<file path="config.mk">
export PLATFORM = sky130hd
export DESIGN_NAME = alpaca_round_sat
export DESIGN_NICKNAME = d
export VERILOG_FILES = /design/src/rtl/alpaca_round_sat.sv
export SDC_FILE = /design/constraint.sdc
export NUM_CORES = 1
export LEC_CHECK = 0
export BUFFER_PORTS_ARGS = -buffer_cell sky130_fd_sc_hd__buf_2
export CAP_MARGIN = 15
export CORE_AREA = 2 2 70 89
export CTS_CLUSTER_DIAMETER = 200
export DETAILED_ROUTE_END_ITERATION = 6
export DIE_AREA = 0 0 72 91
export GPL_ROUTABILITY_DRIVEN = 0
export PLACE_DENSITY = 0.62
export SYNTH_ARGS = -nofsm -noshare
export SYNTH_HDL_FRONTEND = slang
export SYNTH_SLANG_ARGS = --single-unit
</file>
<file path="constraint.sdc">
create_clock -name clk -period 2.2 [get_ports clk]
set_input_delay 0.22 -clock clk [delete_from_list [all_inputs] [get_ports clk]]
set_output_delay 0.22 -clock clk [all_outputs]
set_load 0.05 [all_outputs]
</file>
<file path="src/rtl/alpaca_round_sat.sv">
//------------------------------------------------------------------------------
// alpaca_round_sat
//
// Purpose:
//   Output stage of the multiply-add. Narrows the wide signed result
//   (IN_W bits, IN_F fraction bits) to a signed sample (OUT_W bits,
//   OUT_F fraction bits). Rounding is round-half-to-even, followed by
//   saturation. Flow control is valid/ready.
//
//   Pipeline structure:
//     stage 1  registers the rounded value, one bit wider than the kept bits.
//     stage 2  registers the saturated sample and its saturation flag.
//
//   Both stages load only when the output is free or is being consumed.
//
// Optional feature:
//   Define ALPACA_ROUND_SAT_OVF_COUNT_EN to add the ovf_count output. It is a
//   16-bit count of transferred saturated samples that stops at 65535.
//
// Ports:
//   clk          in   single clock, rising edge
//   rst          in   asynchronous active-high reset
//   din_tdata    in   IN_W  signed multiply-add result
//   din_tvalid   in   din_tdata valid
//   din_tready   out  stage accepts din this cycle
//   dout_tdata   out  OUT_W signed rounded/saturated sample
//   dout_tvalid  out  dout_tdata valid
//   dout_tready  in   consumer accepts dout
//   ovf          out  sticky saturation flag
//   ovf_clr      in   synchronous clear of ovf (and ovf_count)
//   ovf_count    out  [15:0] saturation event count (optional)
//------------------------------------------------------------------------------
`timescale 1ns/1ps

module alpaca_round_sat #(
  parameter int IN_W  = 35,
  parameter int IN_F  = 32,
  parameter int OUT_W = 16,
  parameter int OUT_F = 15
) (
  input  logic                    clk,
  input  logic                    rst,
  input  logic signed [IN_W-1:0]  din_tdata,
  input  logic                    din_tvalid,
  output logic                    din_tready,
  output logic signed [OUT_W-1:0] dout_tdata,
  output logic                    dout_tvalid,
  input  logic                    dout_tready,
  output logic                    ovf,
  input  logic                    ovf_clr
`ifdef ALPACA_ROUND_SAT_OVF_COUNT_EN
  ,
  output logic [15:0]             ovf_count
`endif
);

  // D low bits are discarded.
  // KW bits are kept.
  // RW is one bit wider than KW, so the +1 rounding step cannot wrap.
  localparam int D  = IN_F - OUT_F;
  localparam int KW = IN_W - D;
  localparam int RW = KW + 1;

  generate
    if (!((IN_F >= OUT_F + 1) && ((IN_W - IN_F) >= (OUT_W - OUT_F)))) begin : g_param_check
      $fatal(1, "alpaca_round_sat: unsupported IN_W/IN_F/OUT_W/OUT_F combination");
    end
  endgenerate

  localparam logic [D-1:0] HALF = D'(1) << (D - 1);

  // Output range limits, sign-extended to the rounded width for comparison.
  localparam logic signed [RW-1:0] MAX_R =
    {{(RW - OUT_W + 1){1'b0}}, {(OUT_W - 1){1'b1}}};
  localparam logic signed [RW-1:0] MIN_R =
    {{(RW - OUT_W + 1){1'b1}}, {(OUT_W - 1){1'b0}}};
  localparam logic [OUT_W-1:0] OUT_MAX = {1'b0, {(OUT_W - 1){1'b1}}};
  localparam logic [OUT_W-1:0] OUT_MIN = {1'b1, {(OUT_W - 1){1'b0}}};

  // Pipeline registers.
  logic                    s1_valid_q;
  logic signed [RW-1:0]    s1_data_q;
  logic                    dout_valid_q;
  logic [OUT_W-1:0]        dout_data_q;
  logic                    sat_q;
  logic                    ovf_q;
  logic                    ovf_d;

  // Stage 1 combinational: convergent rounding.
  logic [KW-1:0]           kept;
  logic [D-1:0]            disc;
  logic                    round_up;
  logic signed [RW-1:0]    rounded_d;

  // Stage 2 combinational: saturation.
  logic [OUT_W-1:0]        sat_val_d;
  logic                    sat_d;

  logic                    advance;
  logic                    xfer_sat;

  assign advance    = !dout_valid_q || dout_tready;
  assign din_tready = advance;

  assign kept = din_tdata[IN_W-1:D];
  assign disc = din_tdata[D-1:0];

  // Exactly half an output LSB is a tie. A tie rounds toward the even kept value.
  assign round_up  = (disc > HALF) || ((disc == HALF) && kept[0]);
  assign rounded_d = {kept[KW-1], kept} + {{(RW - 1){1'b0}}, round_up};

  always_comb begin
    sat_val_d = s1_data_q[OUT_W-1:0];
    sat_d     = 1'b0;
    if (s1_data_q > MAX_R) begin
      sat_val_d = OUT_MAX;
      sat_d     = 1'b1;
    end else if (s1_data_q < MIN_R) begin
      sat_val_d = OUT_MIN;
      sat_d     = 1'b1;
    end
  end

  // Data registers load only alongside a valid sample.
  // During a bubble, the last sample stays on dout_tdata while dout_tvalid is low.
  always_ff @(posedge clk or posedge rst) begin
    if (rst) begin
      s1_valid_q   <= 1'b0;
      s1_data_q    <= '0;
      dout_valid_q <= 1'b0;
      dout_data_q  <= '0;
      sat_q        <= 1'b0;
    end else if (advance) begin
      s1_valid_q   <= din_tvalid;
      dout_valid_q <= s1_valid_q;
      if (din_tvalid) begin
        s1_data_q <= rounded_d;
      end
      if (s1_valid_q) begin
        dout_data_q <= sat_val_d;
        sat_q       <= sat_d;
      end
    end
  end

  assign dout_tdata  = dout_data_q;
  assign dout_tvalid = dout_valid_q;

  // A saturated sample is counted only when the consumer actually takes it.
  assign xfer_sat = dout_valid_q && dout_tready && sat_q;

  // A saturation transfer outranks a same-cycle clear, so ovf ends up set.
  always_comb begin
    ovf_d = ovf_q;
    if (xfer_sat) begin
      ovf_d = 1'b1;
    end else if (ovf_clr) begin
      ovf_d = 1'b0;
    end
  end

  always_ff @(posedge clk or posedge rst) begin
    if (rst) begin
      ovf_q <= 1'b0;
    end else begin
      ovf_q <= ovf_d;
    end
  end

  assign ovf = ovf_q;

`ifdef ALPACA_ROUND_SAT_OVF_COUNT_EN
  logic [15:0] cnt_q;
  logic [15:0] cnt_d;

  // A clear coinciding with a saturation transfer restarts the count at 1.
  // This keeps the count consistent with ovf.
  always_comb begin
    cnt_d = cnt_q;
    if (ovf_clr) begin
      cnt_d = {15'd0, xfer_sat};
    end else if (xfer_sat && (cnt_q != 16'hFFFF)) begin
      cnt_d = cnt_q + 16'd1;
    end
  end

  always_ff @(posedge clk or posedge rst) begin
    if (rst) begin
      cnt_q <= '0;
    end else begin
      cnt_q <= cnt_d;
    end
  end

  assign ovf_count = cnt_q;
`endif

endmodule

</file>
* Yosys cells after proc, flatten, opt, wreduce, memory -nomap -nowiden
Cells that the tools add are included.
** Operators by class
- Add/sub/neg operators :: 1
- $lt $le $gt $ge :: 3
- Equal/unequal tests :: 1
- Muxes and demuxes :: 6
- Reductions and logical operators :: 9
** Operators by type and width (number)
- 2-to-1 mux 16 bit :: 2
- adder 18 x 2 -> 19 bit :: 1
- > comparator 19 x 16 -> 1 bit, second input constant :: 1
- less-than comparator 19 x 16 -> 1 bit, second input constant :: 1
- equality test 17 bit, second input constant :: 1
- > comparator 17 bit, second input constant :: 1
- 2-to-1 mux 1 bit :: 4
- AND reduction 2 bit :: 2
- logical AND 1 bit :: 3
- logical OR 1 bit :: 2
- nonzero test 2 bit :: 1
- logical NOT 1 bit :: 1
** Storage, ports and cells
- Flip-flop bits (word level) :: 39
- Input port bits :: 40
- Output and inout port bits :: 19

* Logic depth before layout (Yosys ltp)
- Word-level depth :: 4
- Depth in mapped cells :: 6
- Mapped depth without buffers :: 6

* Least setup slack after synthesis
OpenSTA, ideal clock, no wires.
- Path kind :: reg2reg
- From :: register dout_valid_q (netlist: dout_tvalid)
- To :: register s1_data_q[18]
- Library setup time :: 125 ps
- Arrival time :: 1875 ps
- Slack :: 200 ps
- Cell stages (with the launch flop) :: 5
- Buffers on the path :: 1
- Path through :: dfrtp_1 > nand2b_1 > and2_1 > clkbuf_1 > mux2_4
** Between the ends
- Longest elaborated chain between the ends :: 3
** RTL lines
- start, declared :: RTL line 83 : logic dout_valid_q;
- start signal, assigned :: RTL line 135 : dout_valid_q <= s1_valid_q;
- logical NOT 1 bit :: RTL line 102 : assign advance = !dout_valid_q || dout_tready;
- logical OR 1 bit :: RTL line 102
- named net din_tready :: RTL line 45 : output logic din_tready,
- AND reduction 2 bit (no source line)
- end signal, assigned :: RTL line 137 : s1_data_q <= rounded_d;
- end, declared :: RTL line 82 : logic signed [RW-1:0] s1_data_q;
The timed path passes the listed nets, and every way through them passes these cells.
A chain may end at the register's enable or synchronous reset.

* Worst setup path after layout
- From :: register s1_data_q[18]
- To :: register sat_q
** Between the ends
- Longest elaborated chain between the ends :: 3
** RTL lines
- less-than comparator 19 x 16 -> 1 bit :: RTL line 118 : end else if (s1_data_q < MIN_R) begin
- 2-to-1 mux 1 bit :: RTL line 118
- 2-to-1 mux 1 bit (*) :: RTL line 115 : if (s1_data_q > MAX_R) begin
- end signal, assigned :: RTL line 141 : sat_q <= sat_d;
- end, declared :: RTL line 85 : logic sat_q;
Mark *: on every way between the ends. The rest lies on a longest branch, timed or not.

==> run metrics <==
CP startpoint kind=flip-flop; Overall Global Routing Usage=13.3%; DR vias/cell=4.86; hold violation count in the final report=0; Area growth syn-to-layout=22.9%; DR vias=1637; fin crit period=1.54 ns; fin crit share=70.0%; H-tree levels=2; Slowest-stage cell, CP=nor2_1; residual DRC count=0; max frequency=649 MHz; # resized after CTS=0; global-route wire length before repair=6930 microns; First DRT Iteration DRCs=95; crit end category=flip-flop; synthesized instance count=212; Tot Pwr=0.00237 W; Post-CTS Setup Inserts=0; Final Setup Violations=0; Clk Latency, worst-skew pair=0.29 ns; Crit Reg-Reg Startpoint=s1_data_q[18]; largest net degree at the start of global routing=40; drt pass-1 iters=4; yosys warns=0; crit-path max FO=16; max_cap viols=0; top_reg_cell synth=dfrtp_1; initial antenna violation count=0; distinct cell type count after synthesis=31; R2R depth=3; FP Rows=31; Final Skew=0.00834 ns; Post-synth EDFFs=0; routed len/inst=12.1 microns; placed cell areas=0.00229 sq mm; Hold Crit Class=input port to async pin; Final Max Tran Viols=0; status=complete, no violations; # diodes=0; Post-Syn Nets=253; register area share after synthesis=50.5%; Die Y=91 microns; Crit path largest cell delay=0.74 ns; Post-Place Cells=329; CTS tree=yes; core area=0.00570 sq mm; clk slew on worst S/H paths=0.08 ns; Slew @ Worst Pin=0.945 ns; Max VDD drop=0.000333 V; commonest non-fill, non-tap cell in the layout=buf_2; die width=72 microns; Max Buffers Root-to-Sink=2; CTS sink cnt=39; Final ANT Viol Nets=0; Req. time, crit path=2.40 ns; I/O Buffers=58; fin nets=311; Initial Util=33.9%; Syn Area/Cell=9.12 sq um; Pwr Density=997 mW/mm^2; Design Area, Final=0.00238 sq mm; Detail Placement HPWL=3160 microns; CP Cell Sequence=nor2_1, inv_1, a31oi_1; CTS root buf=clkbuf_8; Worst slew margin=36.8%; commonest cells after routing, fill and taps aside=buf_2 (58), dfrtp_1 (39), a21oi_1 (31); Leak=1.05 nW; grt ovf=0; die area=0.00655 sq mm; flops & latches, synth=39; reg2reg end=sat_q; Setup CP Type=flip-flop to flip-flop; non-filler cells, final=337; vias in the first global route=1499; area of the mapped netlist=0.00193 sq mm; layout cell share with drive strength beyond 1=28.0%; Core Util, Final=41.7%; ys async rst share=100%; unrepaired setup endpoints after global routing=false; sum of negative setup slack=0 ns; total CTS buffers=5; CP arrival=1.74 ns; R2R Setup Slk=0.66 ns; Routed WL=4080 microns; hold_buf cts=0; Ports=59
==> synth_stat cells, types with 3 or more instances <==
cell type	instances	area, sq um
a21oi_1	31	155
a31oi_1	4	25.0
and2_1	3	18.8
and3_1	3	18.8
and4_1	3	26.3
buf_2	3	15.0
clkbuf_1	7	26.3
dfrtp_1	39	976
inv_1	8	30.0
nand2_1	24	90.1
nand3_1	6	30.0
nand4_1	4	25.0
nor2_1	22	82.6
nor3_1	4	20.0
nor4_1	6	37.5
o21ai_0	16	80.1
xnor2_1	11	96.3
==> flip-flops by register name, summed over array words and instances (netlist names) <==
signal,cells
s1_data_q,19
sat_q,1
dout_tvalid,1
dout_tdata,16
ovf,1
s1_valid_q,1
==> report_power, final <==
part	switching, W	leakage [nW]	internal, W
Sequential	0.0000909	0.446	0.000893
Combinational	0.000674	0.562	0.000238
Clock	0.000254	0.0402	0.000220
==> per-layer routing <==
metal / share of wire (%) / vias up / track usage [%] / wire [microns]
met5: 0 / - / 0 / 0
met4: 1.7 / 0 / 6.60 / 70
met3: 4.0 / 7 / 2.66 / 162
met2: 50 / 32 / 21.9 / 2040
met1: 44 / 737 / 16.4 / 1810
li1: - / 861 / - / -
==> cells by family (layout without fill, tap and decap cells) <==
group | Yosys count | count (layout) | synth area share (%)
AO/OA/AOI/OAI | 56 | 56 | 15.3
XOR/XNOR | 13 | 13 | 5.89
adder cells (fa/ha/maj) | 1 | 1 | 0.647
buffers and inverters | 18 | 77 | 3.69
flip-flops | 39 | 39 | 50.5
multiplexers | 2 | 2 | 1.36
AND/OR/NAND/NOR | 83 | 83 | 22.7
==> worst max path at each step <==
stage | start | endpoint | slack [ns]
detailed placement | din_tdata[16] | s1_data_q[18] | 0.46
CTS | s1_data_q[15] | sat_q | 0.66
finish | s1_data_q[18] | sat_q | 0.66
floorplan | dout_tvalid | s1_data_q[18] | 0.20
global placement | din_tdata[16] | s1_data_q[18] | 0.49
global route | s1_data_q[15] | dout_tdata[2] | 0.42
==> area by class of cell <==
cell class,count,area (sq um)
multi-input cells,155,886
clock inverters,3,20.0
clock buffers,5,68.8
flip-flops and latches,39,976
inverters,8,30.0
well taps,66,82.6
fillers,581,3330
repair buffers,61,313
==> metrics by stage <==
step / hold WS, ns / setup slack [ns]
after detailed placement: 0.373 / 0.455
after CTS: 0.0539 / 0.656
after global placement: 0.360 / 0.492
after floorplan: 0.328 / 0.200
final: 0.0323 / 0.660
after global routing: 0.0877 / 0.418
==> worst max-delay path: cells and delay by family (launching register included) <==
kind / cells / cell delay (ns)
and+or+nand+nor: 1 / 0.74
DFF: 1 / 0.42
AOI/OAI and AO/OA: 1 / 0.20
buffers and inverters: 1 / 0.09
Power figures use the tool's default switching activity.
